==> src/rtl/numbers_pkg.sv <==
// Shared BCD types, limits and debounce FSM states for the number display blocks.
package numbers_pkg;

    typedef logic [3:0] bcd_digit_t;

    localparam bcd_digit_t BCD_MAX_DIGIT = 4'd9;

    typedef enum logic [1:0] {
        IDLE,
        PRESS_WAIT,
        HELD,
        RELEASE_WAIT
    } debounce_state_t;

    // Saturate a nibble into the legal BCD range 0..9
    function automatic bcd_digit_t bcd_clamp(input bcd_digit_t d);
        return (d > BCD_MAX_DIGIT) ? BCD_MAX_DIGIT : d;
    endfunction

endpackage

==> src/rtl/bcd_event_counter_if.sv <==
// Button, control and display bundle between the counter and its user.
interface bcd_event_counter_if #(
    parameter int unsigned DIGITS = 3
);
    logic                  btn_n;
    logic                  dir_up;
    logic                  load;
    logic [4*DIGITS-1:0]   load_value;
    logic [4*DIGITS-1:0]   bcd;
    logic                  press;
    logic                  overflow;
    logic                  at_max;
    logic                  at_min;

    modport master (
        output btn_n, dir_up, load, load_value,
        input  bcd, press, overflow, at_max, at_min
    );

    modport slave (
        input  btn_n, dir_up, load, load_value,
        output bcd, press, overflow, at_max, at_min
    );
endinterface

==> src/rtl/bcd_event_counter_debouncer.sv <==
// Two-flop synchroniser plus level-qualifying FSM; emits one press pulse per
// qualified button press, no auto-repeat.
module button_debouncer
    import numbers_pkg::*;
#(
    parameter int unsigned DEBOUNCE_CYCLES = 500000
) (
    input  logic CLOCK_50,
    input  logic reset,
    input  logic btn_n,
    output logic press
);
    localparam int unsigned      CNT_W    = $clog2(DEBOUNCE_CYCLES);
    localparam logic [CNT_W-1:0] CNT_LAST = CNT_W'(DEBOUNCE_CYCLES - 1);

    logic             r_sync1;
    logic             r_sync2;
    debounce_state_t  r_state;
    logic [CNT_W-1:0] r_cnt;
    logic             r_press;

    debounce_state_t  w_state_nxt;
    logic [CNT_W-1:0] w_cnt_nxt;
    logic             w_press_nxt;

    // Synchroniser resets to the released level
    always_ff @(posedge CLOCK_50 or posedge reset) begin
        if (reset) begin
            r_sync1 <= 1'b1;
            r_sync2 <= 1'b1;
        end else begin
            r_sync1 <= btn_n;
            r_sync2 <= r_sync1;
        end
    end

    always_ff @(posedge CLOCK_50 or posedge reset) begin
        if (reset) begin
            r_state <= IDLE;
            r_cnt   <= '0;
            r_press <= 1'b0;
        end else begin
            r_state <= w_state_nxt;
            r_cnt   <= w_cnt_nxt;
            r_press <= w_press_nxt;
        end
    end

    always_comb begin
        w_state_nxt = r_state;
        w_cnt_nxt   = r_cnt;
        w_press_nxt = 1'b0;
        case (r_state)
            IDLE: begin
                if (!r_sync2) begin
                    w_cnt_nxt   = '0;
                    w_state_nxt = PRESS_WAIT;
                end
            end
            PRESS_WAIT: begin
                if (r_sync2) begin
                    w_state_nxt = IDLE;
                end else if (r_cnt == CNT_LAST) begin
                    w_state_nxt = HELD;
                    w_press_nxt = 1'b1;
                end else begin
                    w_cnt_nxt = r_cnt + CNT_W'(1);
                end
            end
            HELD: begin
                if (r_sync2) begin
                    w_cnt_nxt   = '0;
                    w_state_nxt = RELEASE_WAIT;
                end
            end
            RELEASE_WAIT: begin
                if (!r_sync2) begin
                    w_state_nxt = HELD;
                end else if (r_cnt == CNT_LAST) begin
                    w_state_nxt = IDLE;
                end else begin
                    w_cnt_nxt = r_cnt + CNT_W'(1);
                end
            end
            default: w_state_nxt = IDLE;
        endcase
    end

    assign press = r_press;

endmodule

==> src/rtl/bcd_event_counter.sv <==
// Debounced press counter in packed BCD with up/down, wrap or saturate limits
// and a clamped synchronous load.
module bcd_event_counter
    import numbers_pkg::*;
#(
    parameter int unsigned DIGITS          = 3,
    parameter int unsigned DEBOUNCE_CYCLES = 500000,
    parameter bit          SATURATE        = 1'b0
) (
    input  logic              CLOCK_50,
    input  logic              reset,
    bcd_event_counter_if.slave bus
);
    localparam int unsigned BCD_W = 4 * DIGITS;

    logic [BCD_W-1:0] r_bcd;
    logic             r_overflow;

    logic             w_press;
    logic [BCD_W-1:0] w_inc;
    logic [BCD_W-1:0] w_dec;
    logic [BCD_W-1:0] w_load_clamped;
    logic             w_carry;
    logic             w_borrow;
    logic             w_all_nines;
    logic             w_all_zero;

    button_debouncer #(
        .DEBOUNCE_CYCLES(DEBOUNCE_CYCLES)
    ) u_debouncer (
        .CLOCK_50(CLOCK_50),
        .reset   (reset),
        .btn_n   (bus.btn_n),
        .press   (w_press)
    );

    // Ripple carry/borrow across digits; all-nines +1 naturally yields zero
    always_comb begin
        w_inc    = r_bcd;
        w_dec    = r_bcd;
        w_carry  = 1'b1;
        w_borrow = 1'b1;
        for (int i = 0; i < int'(DIGITS); i++) begin
            if (w_carry) begin
                if (r_bcd[4*i +: 4] == BCD_MAX_DIGIT) begin
                    w_inc[4*i +: 4] = 4'd0;
                end else begin
                    w_inc[4*i +: 4] = r_bcd[4*i +: 4] + 4'd1;
                    w_carry         = 1'b0;
                end
            end
            if (w_borrow) begin
                if (r_bcd[4*i +: 4] == 4'd0) begin
                    w_dec[4*i +: 4] = BCD_MAX_DIGIT;
                end else begin
                    w_dec[4*i +: 4] = r_bcd[4*i +: 4] - 4'd1;
                    w_borrow        = 1'b0;
                end
            end
        end
    end

    always_comb begin
        w_load_clamped = '0;
        for (int i = 0; i < int'(DIGITS); i++) begin
            w_load_clamped[4*i +: 4] = bcd_clamp(bus.load_value[4*i +: 4]);
        end
    end

    assign w_all_nines = (r_bcd == {DIGITS{BCD_MAX_DIGIT}});
    assign w_all_zero  = (r_bcd == '0);

    // Load wins over a press in the same cycle and suppresses overflow
    always_ff @(posedge CLOCK_50 or posedge reset) begin
        if (reset) begin
            r_bcd      <= '0;
            r_overflow <= 1'b0;
        end else begin
            r_overflow <= 1'b0;
            if (bus.load) begin
                r_bcd <= w_load_clamped;
            end else if (w_press) begin
                if (bus.dir_up) begin
                    if (w_all_nines) begin
                        r_overflow <= 1'b1;
                        if (!SATURATE) r_bcd <= w_inc;
                    end else begin
                        r_bcd <= w_inc;
                    end
                end else begin
                    if (w_all_zero) begin
                        r_overflow <= 1'b1;
                        if (!SATURATE) r_bcd <= w_dec;
                    end else begin
                        r_bcd <= w_dec;
                    end
                end
            end
        end
    end

    assign bus.bcd      = r_bcd;
    assign bus.press    = w_press;
    assign bus.overflow = r_overflow;
    assign bus.at_max   = w_all_nines;
    assign bus.at_min   = w_all_zero;

endmodule
==> src/flat_wrapper.sv <==
// flat-port wrapper written by rule: the top's interface ports become plain ports
module bcd_event_counter_flat import numbers_pkg::*;
#(
    parameter int unsigned DIGITS          = 3,
    parameter int unsigned DEBOUNCE_CYCLES = 500000,
    parameter bit          SATURATE        = 1'b0
)
  (CLOCK_50, reset, bus_btn_n, bus_dir_up, bus_load, bus_load_value, bus_bcd, bus_press, bus_overflow, bus_at_max, bus_at_min);
  bcd_event_counter_if #(.DIGITS(DIGITS)) bus_i ();
  input  logic CLOCK_50;
  input  logic reset;
  input wire logic [$bits(bus_i.btn_n)-1:0] bus_btn_n;
  input wire logic [$bits(bus_i.dir_up)-1:0] bus_dir_up;
  input wire logic [$bits(bus_i.load)-1:0] bus_load;
  input wire logic [$bits(bus_i.load_value)-1:0] bus_load_value;
  output wire logic [$bits(bus_i.bcd)-1:0] bus_bcd;
  output wire logic [$bits(bus_i.press)-1:0] bus_press;
  output wire logic [$bits(bus_i.overflow)-1:0] bus_overflow;
  output wire logic [$bits(bus_i.at_max)-1:0] bus_at_max;
  output wire logic [$bits(bus_i.at_min)-1:0] bus_at_min;
  assign bus_i.btn_n = bus_btn_n;
  assign bus_i.dir_up = bus_dir_up;
  assign bus_i.load = bus_load;
  assign bus_i.load_value = bus_load_value;
  assign bus_bcd = bus_i.bcd;
  assign bus_press = bus_i.press;
  assign bus_overflow = bus_i.overflow;
  assign bus_at_max = bus_i.at_max;
  assign bus_at_min = bus_i.at_min;
  bcd_event_counter #(.DIGITS(DIGITS), .DEBOUNCE_CYCLES(DEBOUNCE_CYCLES), .SATURATE(SATURATE)) u_core (.CLOCK_50(CLOCK_50), .reset(reset), .bus(bus_i));
endmodule
==> config.mk <==
export PLATFORM = sky130hd
export DESIGN_NAME = bcd_event_counter_flat
export DESIGN_NICKNAME = d
export VERILOG_FILES = /design/src/rtl/numbers_pkg.sv /design/src/rtl/bcd_event_counter_if.sv /design/src/rtl/bcd_event_counter_debouncer.sv /design/src/rtl/bcd_event_counter.sv /design/src/flat_wrapper.sv
export SDC_FILE = /design/constraint.sdc
export NUM_CORES = 1
export LEC_CHECK = 0
export CORE_ASPECT_RATIO = 0.7
export CORE_MARGIN = 2
export CORE_UTILIZATION = 55
export CTS_CLUSTER_SIZE = 10
export DETAILED_ROUTE_END_ITERATION = 8
export GPL_TIMING_DRIVEN = 0
export PLACE_DENSITY_LB_ADDON = 0.05
export SLEW_MARGIN = 20
export SYNTH_ARGS = -nofsm -noshare
export SYNTH_HDL_FRONTEND = slang
export SYNTH_HIERARCHICAL = 1
export SYNTH_SLANG_ARGS = --single-unit
==> constraint.sdc <==
create_clock -name CLOCK_50 -period 3.15 [get_ports CLOCK_50]
set_input_delay 0.4725 -clock CLOCK_50 [delete_from_list [all_inputs] [get_ports CLOCK_50]]
set_output_delay 0.4725 -clock CLOCK_50 [all_outputs]
set_load 0.02 [all_outputs]
==> results.cfg <==
[global_routing]
grt.total_usage_pct = 25.2
grt_pass1_vias = 2060
grt_pass1_wl_mm = 10.2
grt_overflow_total = 0
grt_max_degree = 25
antenna_found_initial = 0

[clock_network]
cts_buffers = 5
cts_num_sinks = 37
cts_tree = yes
insertion_delay_ns = 0.29
clockRootBuffer = clkbuf_8
htreeDepth = 2
cts-resized-gates = 0
path_clk_slew_ns = 0.08
post_cts_buffers = 0
hold_buffers = 0
clockBufferDepth = 2

[routing]
drt_pass1_iterations = 5
via_per_inst = 6.36
ant_nets = 0
drt-initial-drc-count = 307
wl_mm = 6.34
drcViolationCount = 0
routedWlPerCell_um = 16.6
vias = 2435

[finish]
drive_gt1_share_pct = 14.0
multiInputGateArea_um2 = 1490
areaGrowthSynthToFinish_pct = 17.9
nFillCells = 365
n_antenna_cell = 0
fin_nets = 345
regArea_um2 = 928

[synth]
synthArstFlopShare_pct = 100
yosys-top-cells-area = dfrtp_1, nand2_1, buf_6
yosysWarnings = 6
ys_seq_elements = 37
synthCells = 290
synth_top_area_cell = dfrtp_1
synthFlopType = dfrtp_1
synth_top_area_share_pct = 33.6
synth_area_um2 = 2600
synth-seq-area-share_pct = 35.6
syn_nets = 308
synth_cell_types = 74
syn_area_per_cell_um2 = 8.98
synth_most_common_cell = dfrtp_1
synth_edf_count = 0
synth.top_cells.by_count = dfrtp_1, nand2_1, nor2_1

[setup_path]
path_buf_inv = 2
start_kind = flip-flop
max_stage_delay_ns = 0.66
path_cells = buf_6 -> or3_4 -> nand4b_4 -> nor4b_4 -> clkdlybuf4s50_1
critPathSlowestCell = clkdlybuf4s50_1
path_max_fanout = 10
crit_arrival_ns = 2.35
critPathTopFamily = simple AND/OR/NAND/NOR gates
r2r_slack_ns = 1.14
cp.required_ns = 2.68
critical_path_class = reg -> out
worstSetupEndpointType = output port

[power]
total_power_mw = 1.27
ir_worst_vdd_v = 0.000305
power_density_nw_per_um2 = 412
power.leakage_nw = 1.26

[place]
io_buffers = 30
gp_congestion = 0.870
dp_hpwl_mm = 4.62

[floorplanning]
die_w_um = 86.3
start_util_pct = 58.5
die-area_um2 = 5310
io_pins = 33
core_area_um2 = 4450
num_rows = 20
die_h_um = 61.6

[timing]
skew_ns = 0.0116
drv_slew = 0
fin_crit_sh_pct = 89.7
min_period_ns = 2.83
tightest_slew_ns = 0.904
setup_tns_ns = 0
setup_viol = 0
rsz0062_at_grt = false
final_hold_viol_count = 0
clock.fmax_mhz = 354
whs_ns = 0.366
max_slew_margin_pct = 39.7

[hold_path]
min_path_type = reg -> reg

[outcome]
status = finished, final reports clean

[run]
drv_cap = 0
## registers in the layout, indices dropped and copies added (netlist names), named ones only
name,cells
u_core/bus.overflow,1
u_core/u_debouncer/r_cnt,19
u_core/u_debouncer/r_sync1,1
u_core/u_debouncer/r_sync2,1
u_core/u_debouncer/r_state,1
u_core/u_debouncer/press,1
u_core/bus.bcd,12
## stage by stage
stage	util, %	instance area (µm²)	std cells	worst slack, ns
finish	68.9	3070	383	0.324
floorplan	-	2610	290	0.972
global route	68.9	3070	383	0.224
detailed placement	66.8	2970	375	0.637
global placement	66.8	2970	375	0.658
CTS	68.9	3070	383	0.315
## layout by cell type (no fill, tap or decap), types with 3 or more instances in the layout
cell type	Yosys	routed
inv_1	10	10
a21o_1	4	4
clkbuf_8	0	6
o21ai_0	17	17
nand3_1	16	16
clkdlybuf4s50_1	0	30
nand2b_1	3	3
a211oi_1	3	3
xnor2_1	6	6
nand2_1	25	25
nor4_1	4	4
nor3_1	7	7
mux2i_1	4	4
a22o_1	5	5
buf_6	8	8
a31oi_1	6	6
clkbuf_1	4	4
o22ai_1	3	3
dfrtp_1	35	35
nand4_1	4	4
o31ai_1	5	5
nor2_1	22	22
buf_2	4	4
a21oi_1	17	17
o21ai_1	5	5
and3_1	8	8
## cell type report
class	instances	area share (%)
Sequential cell	37	30.2
Timing Repair Buffer	30	9.78
Clock buffer	6	2.69
Inverter	11	1.34
Tap cell	55	2.24
Multi-Input combinational cell	223	48.6
Clock inverter	2	0.448
Buffer	19	4.69
## cells by family (layout without fill, tap and decap cells)
kind of cell,count (synthesis),after routing,share of synthesized area [%]
AND/OR/NAND/NOR,121,121,28.6
adder cells (fa/ha/maj),1,1,0.480
AO/OA/AOI/OAI,87,87,22.9
multiplexers,5,5,1.97
buffers and inverters,30,68,7.11
XOR/XNOR,9,9,3.31
flip-flops,37,37,35.6
## report_power, final
| group | switching (mW) | leakage, nW | internal [mW] |
|---|---|---|---|
| clock network | 0.177 | 0.0512 | 0.178 |
| registers | 0.0381 | 0.478 | 0.507 |
| logic | 0.199 | 0.729 | 0.166 |
## path summary, 6_finish.rpt
| check | from | depth (start not counted) | end |
|---|---|---|---|
| max in group asynchronous | reset | 2 | u_core/u_debouncer/r_cnt[17] |
| setup / recovery | u_core/bus.bcd[5] | 5 | bus_at_min |
| setup reg to reg | u_core/u_debouncer/r_cnt[1] | 6 | u_core/u_debouncer/r_cnt[18] |
| min in group asynchronous | reset | 2 | u_core/bus.bcd[8] |
| hold / removal | u_core/u_debouncer/r_sync1 | 0 | u_core/u_debouncer/r_sync2 |
| hold reg to reg | u_core/u_debouncer/r_sync1 | 0 | u_core/u_debouncer/r_sync2 |
## metal layers
metal  global-route usage (%)  wire length (µm)
met1                     42.7              3330
met4                     4.91                29
met5                        0                 0
met3                     5.23               571
met2                     31.6              2410
(Power assumes the default switching activity.)
